[config.mk]
export PLATFORM = sky130hd
export DESIGN_NAME = addr_decode
export DESIGN_NICKNAME = d
export VERILOG_FILES = /design/src/rtl/addr_decode_pkg.sv /design/src/rtl/scan_wrap_counter.sv /design/src/rtl/addr_decode.sv
export SDC_FILE = /design/constraint.sdc
export NUM_CORES = 2
export LEC_CHECK = 0
export BUFFER_PORTS_ARGS = -buffer_cell sky130_fd_sc_hd__buf_2
export CAP_MARGIN = 20
export CORE_UTILIZATION = 31
export CTS_CLUSTER_DIAMETER = 80
export CTS_CLUSTER_SIZE = 12
export DETAILED_ROUTE_END_ITERATION = 10
export PLACE_DENSITY_LB_ADDON = 0.25
export RECOVER_POWER = 100
export SLEW_MARGIN = 30
export SYNTH_ARGS = -nofsm -noshare
export SYNTH_HDL_FRONTEND = slang
export SYNTH_SLANG_ARGS = --single-unit
[constraint.sdc]
create_clock -name clk -period 12.6 [get_ports clk]
set_input_delay 0.63 -clock clk [delete_from_list [all_inputs] [get_ports clk]]
set_output_delay 0.63 -clock clk [all_outputs]
set_load 0.01 [all_outputs]
[src/rtl/addr_decode_pkg.sv]
// Shared scan definitions: datapath width, scan configuration record and the
// affine address helper used by address generators and by the checker.
package addr_decode_pkg;

    localparam int unsigned W = 32;

    typedef struct packed {
        logic [W-1:0] offset;
        logic [W-1:0] x_max;
        logic [W-1:0] x_stride;
        logic [W-1:0] y_max;
        logic [W-1:0] y_stride;
    } scan_cfg_t;

    // Products and sums wrap modulo 2^W by truncation to the return width.
    function automatic logic [W-1:0] scan_addr(input scan_cfg_t cfg,
                                               input logic [W-1:0] x,
                                               input logic [W-1:0] y);
        return cfg.offset + x * cfg.x_stride + y * cfg.y_stride;
    endfunction

endpackage

[src/rtl/scan_wrap_counter.sv]
// One scan dimension: counts advances and wraps to zero after max-1
// (an extent of zero is treated as one).
module scan_wrap_counter #(
    parameter int unsigned W = addr_decode_pkg::W
) (
    input  logic         clk,
    input  logic         rst,
    input  logic [W-1:0] max_i,
    input  logic         adv_i,
    output logic [W-1:0] cnt_o,
    output logic         wrap_o
);

    logic [W-1:0] cnt_q, cnt_d;
    logic [W-1:0] last;

    assign last   = (max_i == '0) ? '0 : max_i - W'(1);
    assign wrap_o = adv_i && (cnt_q == last);
    assign cnt_o  = cnt_q;

    always_comb begin
        cnt_d = cnt_q;
        if (adv_i) begin
            cnt_d = (cnt_q == last) ? '0 : cnt_q + W'(1);
        end
    end

    always_ff @(posedge clk) begin
        if (rst) begin
            cnt_q <= '0;
        end else begin
            cnt_q <= cnt_d;
        end
    end

endmodule

[src/rtl/addr_decode.sv]
// Scan-order address checker: compares each accepted address against the
// expected affine scan address and reports coordinates, match and error count.
module addr_decode #(
    parameter int unsigned W = addr_decode_pkg::W
) (
    input  logic         clk,
    input  logic         rst,
    input  logic [W-1:0] offset,
    input  logic [W-1:0] x_stride,
    input  logic [W-1:0] y_stride,
    input  logic [W-1:0] x_max,
    input  logic [W-1:0] y_max,
    input  logic         in_valid,
    output logic         in_ready,
    input  logic [W-1:0] in_addr,
    output logic         out_valid,
    input  logic         out_ready,
    output logic [W-1:0] out_x,
    output logic [W-1:0] out_y,
    output logic         out_match,
    output logic [W-1:0] err_count,
    output logic         frame_done
);

    import addr_decode_pkg::*;

    scan_cfg_t    cfg;
    logic         accept;
    logic [W-1:0] x_q, y_q;
    logic         x_wrap, y_wrap;
    logic [W-1:0] exp_addr;
    logic         hit;

    logic         out_valid_q, out_valid_d;
    logic [W-1:0] out_x_q, out_x_d;
    logic [W-1:0] out_y_q, out_y_d;
    logic         out_match_q, out_match_d;
    logic [W-1:0] err_count_q, err_count_d;
    logic         frame_done_q, frame_done_d;

    assign cfg = '{offset: offset, x_max: x_max, x_stride: x_stride,
                   y_max: y_max, y_stride: y_stride};

    assign in_ready = !out_valid_q || out_ready;
    assign accept   = in_valid && in_ready && !rst;

    scan_wrap_counter #(.W(W)) u_x_cnt (
        .clk    (clk),
        .rst    (rst),
        .max_i  (cfg.x_max),
        .adv_i  (accept),
        .cnt_o  (x_q),
        .wrap_o (x_wrap)
    );

    // y only moves when x wraps, so y_wrap already implies the frame's last beat.
    scan_wrap_counter #(.W(W)) u_y_cnt (
        .clk    (clk),
        .rst    (rst),
        .max_i  (cfg.y_max),
        .adv_i  (x_wrap),
        .cnt_o  (y_q),
        .wrap_o (y_wrap)
    );

    assign exp_addr = scan_addr(cfg, x_q, y_q);
    assign hit      = (in_addr == exp_addr);

    always_comb begin
        out_valid_d  = out_valid_q;
        out_x_d      = out_x_q;
        out_y_d      = out_y_q;
        out_match_d  = out_match_q;
        err_count_d  = err_count_q;
        frame_done_d = y_wrap;
        if (accept) begin
            out_valid_d = 1'b1;
            out_x_d     = x_q;
            out_y_d     = y_q;
            out_match_d = hit;
            if (!hit && (err_count_q != '1)) begin
                err_count_d = err_count_q + W'(1);
            end
        end else if (out_ready) begin
            out_valid_d = 1'b0;
        end
    end

    // Result register stage
    always_ff @(posedge clk) begin
        if (rst) begin
            out_valid_q  <= 1'b0;
            out_x_q      <= '0;
            out_y_q      <= '0;
            out_match_q  <= 1'b0;
            err_count_q  <= '0;
            frame_done_q <= 1'b0;
        end else begin
            out_valid_q  <= out_valid_d;
            out_x_q      <= out_x_d;
            out_y_q      <= out_y_d;
            out_match_q  <= out_match_d;
            err_count_q  <= err_count_d;
            frame_done_q <= frame_done_d;
        end
    end

    assign out_valid  = out_valid_q;
    assign out_x      = out_x_q;
    assign out_y      = out_y_q;
    assign out_match  = out_match_q;
    assign err_count  = err_count_q;
    assign frame_done = frame_done_q;

endmodule

## After elaboration in Yosys (flattened, before gate mapping)

Index checks and enable logic that the tools add are counted.
W data, S select, Z words.

| word-level totals | value |
|---|---|
| flip-flop bits (word level) | 163 |
| word-level logic and storage cells | 40 |

| cells by class | value |
|---|---|
| muxes and demuxes | 6 |
| reduce and logical (&&, ||, !) cells | 13 |
| multiply operators | 2 |
| equal/unequal tests | 4 |
| add/subtract/negate cells | 7 |

Operators by type and width:

| cell | count |
|---|---|
| $mux W32 | 4 |
| $add A32 B1 Y32 const B | 3 |
| $eq A32 B32 Y1 | 3 |
| $add A32 B32 Y32 | 2 |
| $logic_not A32 Y1 | 2 |
| $mul A32 B32 Y32 | 2 |
| $sub A32 B1 Y32 const B | 2 |
| $ne A32 B32 Y1 const B | 1 |
| $logic_and A1 B1 Y1 | 5 |
| $logic_not A1 Y1 | 3 |
| $mux W1 | 2 |
| $reduce_and A2 Y1 | 1 |
| $reduce_bool A2 Y1 | 1 |
| $logic_or A1 B1 Y1 | 1 |

## Longest topological paths before layout

| depth | value |
|---|---|
| depth in word-level cells | 7 |
| mapped depth | 35 |

## Modules after synthesis

Synthesis repeated with hierarchy kept, for this count alone.

| unflattened totals | value |
|---|---|
| cell total of the unflattened synthesis | 4,873 |
| area, all modules | 43,462.9 sq um |

By module, submodules not included:

| module | sequential area each (sq um) | area each (sq um) | cells an instance | times used |
|---|---|---|---|---|
| addr_decode | 1,981.9 | 37,079.3 | 4,047 | 1 |
| scan_wrap_counter | 640.6 | 3,191.8 | 413 | 2 |

## Worst setup path before layout

OpenSTA, ideal clock, no wires.

| timing | value |
|---|---|
| path kind | input-to-reg |
| from | input port x_stride[2] |
| to | register err_count_q[10], in the netlist err_count[10] |
| stages | 32 |
| required time | 12.485 ns |
| arrival time | 9.582 ns |
| library setup time | 0.115 ns |
| setup slack | 2.903 ns |
| path buffers | 4 |
| cell sequence | clkbuf_1 -> clkbuf_1 -> nand2_1 -> fa_1 -> fa_1 -> inv_1 -> fa_1 -> inv_1 -> fa_1 -> fa_1 -> inv_1 -> fa_1 -> inv_1 -> fa_1 -> fa_1 -> fa_1 -> fa_1 -> inv_1 -> ha_1 -> clkbuf_1 -> nand2_1 -> o21ai_0 -> nor2_1 -> a22oi_1 -> nand4_1 -> or4b_2 -> nor4_1 -> nand4_1 -> o21ai_1 -> clkbuf_1 -> nor3_1 -> o21ba_2 |

| between the ends | value |
|---|---|
| cells in the longest elaborated chain, start to end | 7 |

Ends and longest elaborated chain:

| item | RTL line | RTL |
|---|---|---|
| start: declaration | addr_decode.sv:9 | `input logic [W-1:0] x_stride,` |
| $mul A32 B32 Y32 | addr_decode_pkg.sv:19 | `return cfg.offset + x * cfg.x_stride + y * cfg.y_stride;` |
| $add A32 B32 Y32 (2 in series) | addr_decode_pkg.sv:19 |  |
| $eq A32 B32 Y1 | addr_decode.sv:67 | `assign hit = (in_addr == exp_addr);` |
| $logic_not A1 Y1 | addr_decode.sv:81 | `if (!hit && (err_count_q != '1)) begin` |
| $logic_and A1 B1 Y1 | addr_decode.sv:81 |  |
| $reduce_and A2 Y1 (no line) | - |  |
| end signal: assignment | addr_decode.sv:103 | `err_count_q <= err_count_d;` |
| end: declaration | addr_decode.sv:38 | `logic [W-1:0] err_count_q, err_count_d;` |

No other way between the ends.
A chain may end at the register's enable or synchronous reset.

## Worst setup path in the final report

| timing | value |
|---|---|
| from | register u_y_cnt.cnt_q[19], in the netlist u_y_cnt.cnt_o[19] |
| to | register err_count_q[20], in the netlist err_count[20] |

| between the ends | value |
|---|---|
| cells in the longest elaborated chain, start to end | 6 |

Ends and longest elaborated chain:

| item | RTL line | RTL |
|---|---|---|
| start: declaration | scan_wrap_counter.sv:14 | `logic [W-1:0] cnt_q, cnt_d;` |
| start signal: assignment | scan_wrap_counter.sv:32 | `cnt_q <= cnt_d;` |
| $mul A32 B32 Y32 | addr_decode_pkg.sv:19 |  |
| $add A32 B32 Y32 | addr_decode_pkg.sv:19 |  |
| $eq A32 B32 Y1 | addr_decode.sv:67 |  |
| $logic_not A1 Y1 | addr_decode.sv:81 |  |
| $logic_and A1 B1 Y1 | addr_decode.sv:81 |  |
| $reduce_and A2 Y1 (no line) | - |  |

No other way between the ends.

==> reports/metrics.cfg <==
[finish]
multi_input_area_mm2 = 0.0360
drive_gt1_share_pct = 6.55
fill_cells = 14700
fin_nets = 6388
seqCellArea_mm2 = 0.00327
fin_util_pct = 33.8
area_growth_pct = 8.26

[run_status]
outcome = complete, but fails checks
violations = capacitance limit, slew limit

[cts]
cts_root_buf = clkbuf_16
h-tree-depth = 4
path_clk_slew_ns = 0.08
clkSinkCount = 163
insertion_delay_ns = 0.46
clk_path_buf_depth = 2
cts_hold_buf = 0
cts_resized = 0
post_cts_buffers = 0
cts_made_buffers = 17
cts_tree = done

[setup_path]
cp_max_fo = 19
path_class = register to register
r2r_start = u_y_cnt.cnt_o[19]
r2r_cells = 28
required_ns = 12.94
start_kind = register
cp_data_arrival_time_ns = 11.92
cp_num_cells = 28
worstSetupEndpointType = register
cp_slowest_cell = dfxtp_1
path_common_cell = fa_1
cp_top_family = adder cells
crit_buf_inv = 5
crit_path_end = err_count[20]
startpoint = u_y_cnt.cnt_o[19]
r2r_setup_slack_ns = 1.02
r2r_end = err_count[20]
slowest_delay_ns = 0.86

[synth]
syn_area_mm2 = 0.0436
ys_types = 89
async_flop_share_pct = 0
synth_top_area_share_pct = 41.4
ys_warn_count = 0
synthTopCellsByCount = fa_1 (901), inv_1 (828), nand2_1 (651)
yosysMostFrequentCell = fa_1
seq_area_frac_synth_pct = 7.48
syn_area_per_cell_um2 = 8.81
synth_edf_count = 0
netlist_instances = 4952
syn_nets = 6315
synth_ff_type = dfxtp_1
synth_top_area_cell = fa_1
synthTopCellsByArea = fa_1 (41%), and2_1 (9.2%), ha_1 (7.6%)
ys_seq_elements = 163

[drt]
via_per_inst = 4.88
wirelength_mm = 144
ant_nets = 0
dr.pass1.iters = 5
drc = 0
via_count = 33800
wl_per_cell_um = 20.9
first_iter_violations = 2070

[power]
leakage_uw = 0.0172
irDropWorstVdd_v = 0.0000846
power_uw = 1700
power_density_mw_per_mm2 = 36.1

[placed_design]
gp_congestion = 0.899
io_buffers = 295
place_ws_ns = 1.39
hpwl_mm = 122

[die]
start_util_pct = 31.3
die_area_mm2 = 0.142
die-width_um = 377
core_area_mm2 = 0.140
ioPinCount = 296
fp-row-count = 137
fp.dieH_um = 377

[job]
max_cap_viol_count = 5

[timing]
rsz0062_at_grt = no
worst_slack_ns = 1.02
relSlewSlack_pct = -122
hold_violations = 0
fin_setup_tns_ns = 0
min_period_over_period_pct = 91.9
fin_crit_ns = 11.58
finalMaxSlewViolations = 181
finalClockSkew_ns = 0.0328
tightest_slew_ns = 3.33
setup_violations = 0
max_freq_ghz = 0.0863

[grt]
grt_max_degree = 66
antenna_found_initial = 17
grt_pass1_vias = 35200
grtUsageTotal_pct = 20.5
grt-ovfl-total = 0
grt_first_pass_wirelength_mm = 223

[worst_hold_path]
hold_class = input port to register

==> per-layer routing <==
metal	GRT usage, %	routed length, µm	vias to the layer above
met4	3.29	2250	18
met3	2.33	7600	109
li1	-	-	15300
met5	0	107	-
met2	32.6	65500	878
met1	30.2	68900	17500
==> registers in the layout, summed over array words and instances, names as in the netlist <==
signal	count
out_valid	1
out_y	32
out_x	32
u_x_cnt.cnt_o	32
frame_done	1
out_match	1
u_y_cnt.cnt_o	32
err_count	32
==> power by group <==
| group | leakage [µW] | total (µW) | internal [µW] | switching [µW] |
|---|---|---|---|---|
| Sequential | 0.00131 | 518 | 516 | 2.17 |
| Clock | 0.000284 | 543 | 285 | 258 |
| Combinational | 0.0156 | 643 | 223 | 421 |
| Total | 0.0172 | 1700 | 1020 | 681 |
==> cells by family (layout without fill, tap and decap cells) <==
logic type	Yosys count	after routing	share of synthesized area, %
flops	163	163	7.48
fa+ha+maj	1167	1167	49.0
mux	28	28	0.651
buf+inv	1136	1222	9.93
xor+xnor	282	282	5.92
simple gates	1786	1786	21.3
other cells	0	5	0
compound gates	390	390	5.77
==> worst reg2reg max path: cells and delay by family, from the launching register on <==
| family | cells | cell delay, ns |
|---|---|---|
| buffers and inverters | 5 | 1.59 |
| adder cells (fa/ha/maj) | 11 | 5.60 |
| AO/OA/AOI/OAI | 5 | 1.49 |
| AND/OR/NAND/NOR | 7 | 1.94 |
| flip-flops | 1 | 0.86 |
==> worst min path at each step <==
stage	start	endpoint	slack, ns	cells after the start
global route	rst	out_x[16]	0.41	2
global placement	out_x[27]	out_x[27]	0.44	2
floorplan	u_x_cnt.cnt_o[31]	out_x[31]	0.48	2
CTS	rst	out_x[6]	0.41	2
detailed placement	out_y[1]	out_y[1]	0.44	2
finish	rst	out_x[20]	0.43	2
==> layout make-up <==
cell class | instances | share of cell area (%)
flip-flops and latches | 163 | 6.92
multi-input cells | 3653 | 76.3
repair buffers | 362 | 4.01
inverters | 828 | 6.58
clock inverters | 14 | 0.307
clock buffers | 18 | 0.930
well taps | 1876 | 4.97
diodes | 5 | 0.0265
==> per-stage QoR <==
step | hold slack (ns) | instance area, µm² | instances
4_1_cts | 0.410 | 47400 | 6914
3_3_place_gp | 0.441 | 46800 | 6882
2_1_floorplan | 0.480 | 43600 | 4952
5_1_grt | 0.411 | 47200 | 6916
3_5_place_dp | 0.444 | 46800 | 6882
6_report | 0.432 | 47200 | 6919
==> placed cells by master, fill, tap and decap left out, types with 16 or more instances in the layout <==
| cell | count |
|---|---|
| o21ai_0 | 63 |
| inv_1 | 828 |
| xnor2_1 | 179 |
| o21a_1 | 27 |
| mux2i_1 | 25 |
| nand2_1 | 650 |
| o211ai_1 | 16 |
| clkbuf_16 | 17 |
| or4_1 | 20 |
| nor2b_1 | 17 |
| and2_1 | 639 |
| ha_1 | 266 |
| xor2_1 | 95 |
| dfxtp_1 | 160 |
| buf_2 | 193 |
| buf_4 | 57 |
| clkbuf_1 | 107 |
| or3_1 | 43 |
| nand3_1 | 42 |
| nor3_1 | 58 |
| nand4_1 | 43 |
| and3_1 | 30 |
| a21oi_1 | 152 |
| nor2_1 | 135 |
| nor4_1 | 42 |
| fa_1 | 901 |
| o31ai_1 | 16 |
No activity file was read; power rests on OpenSTA's default activity.
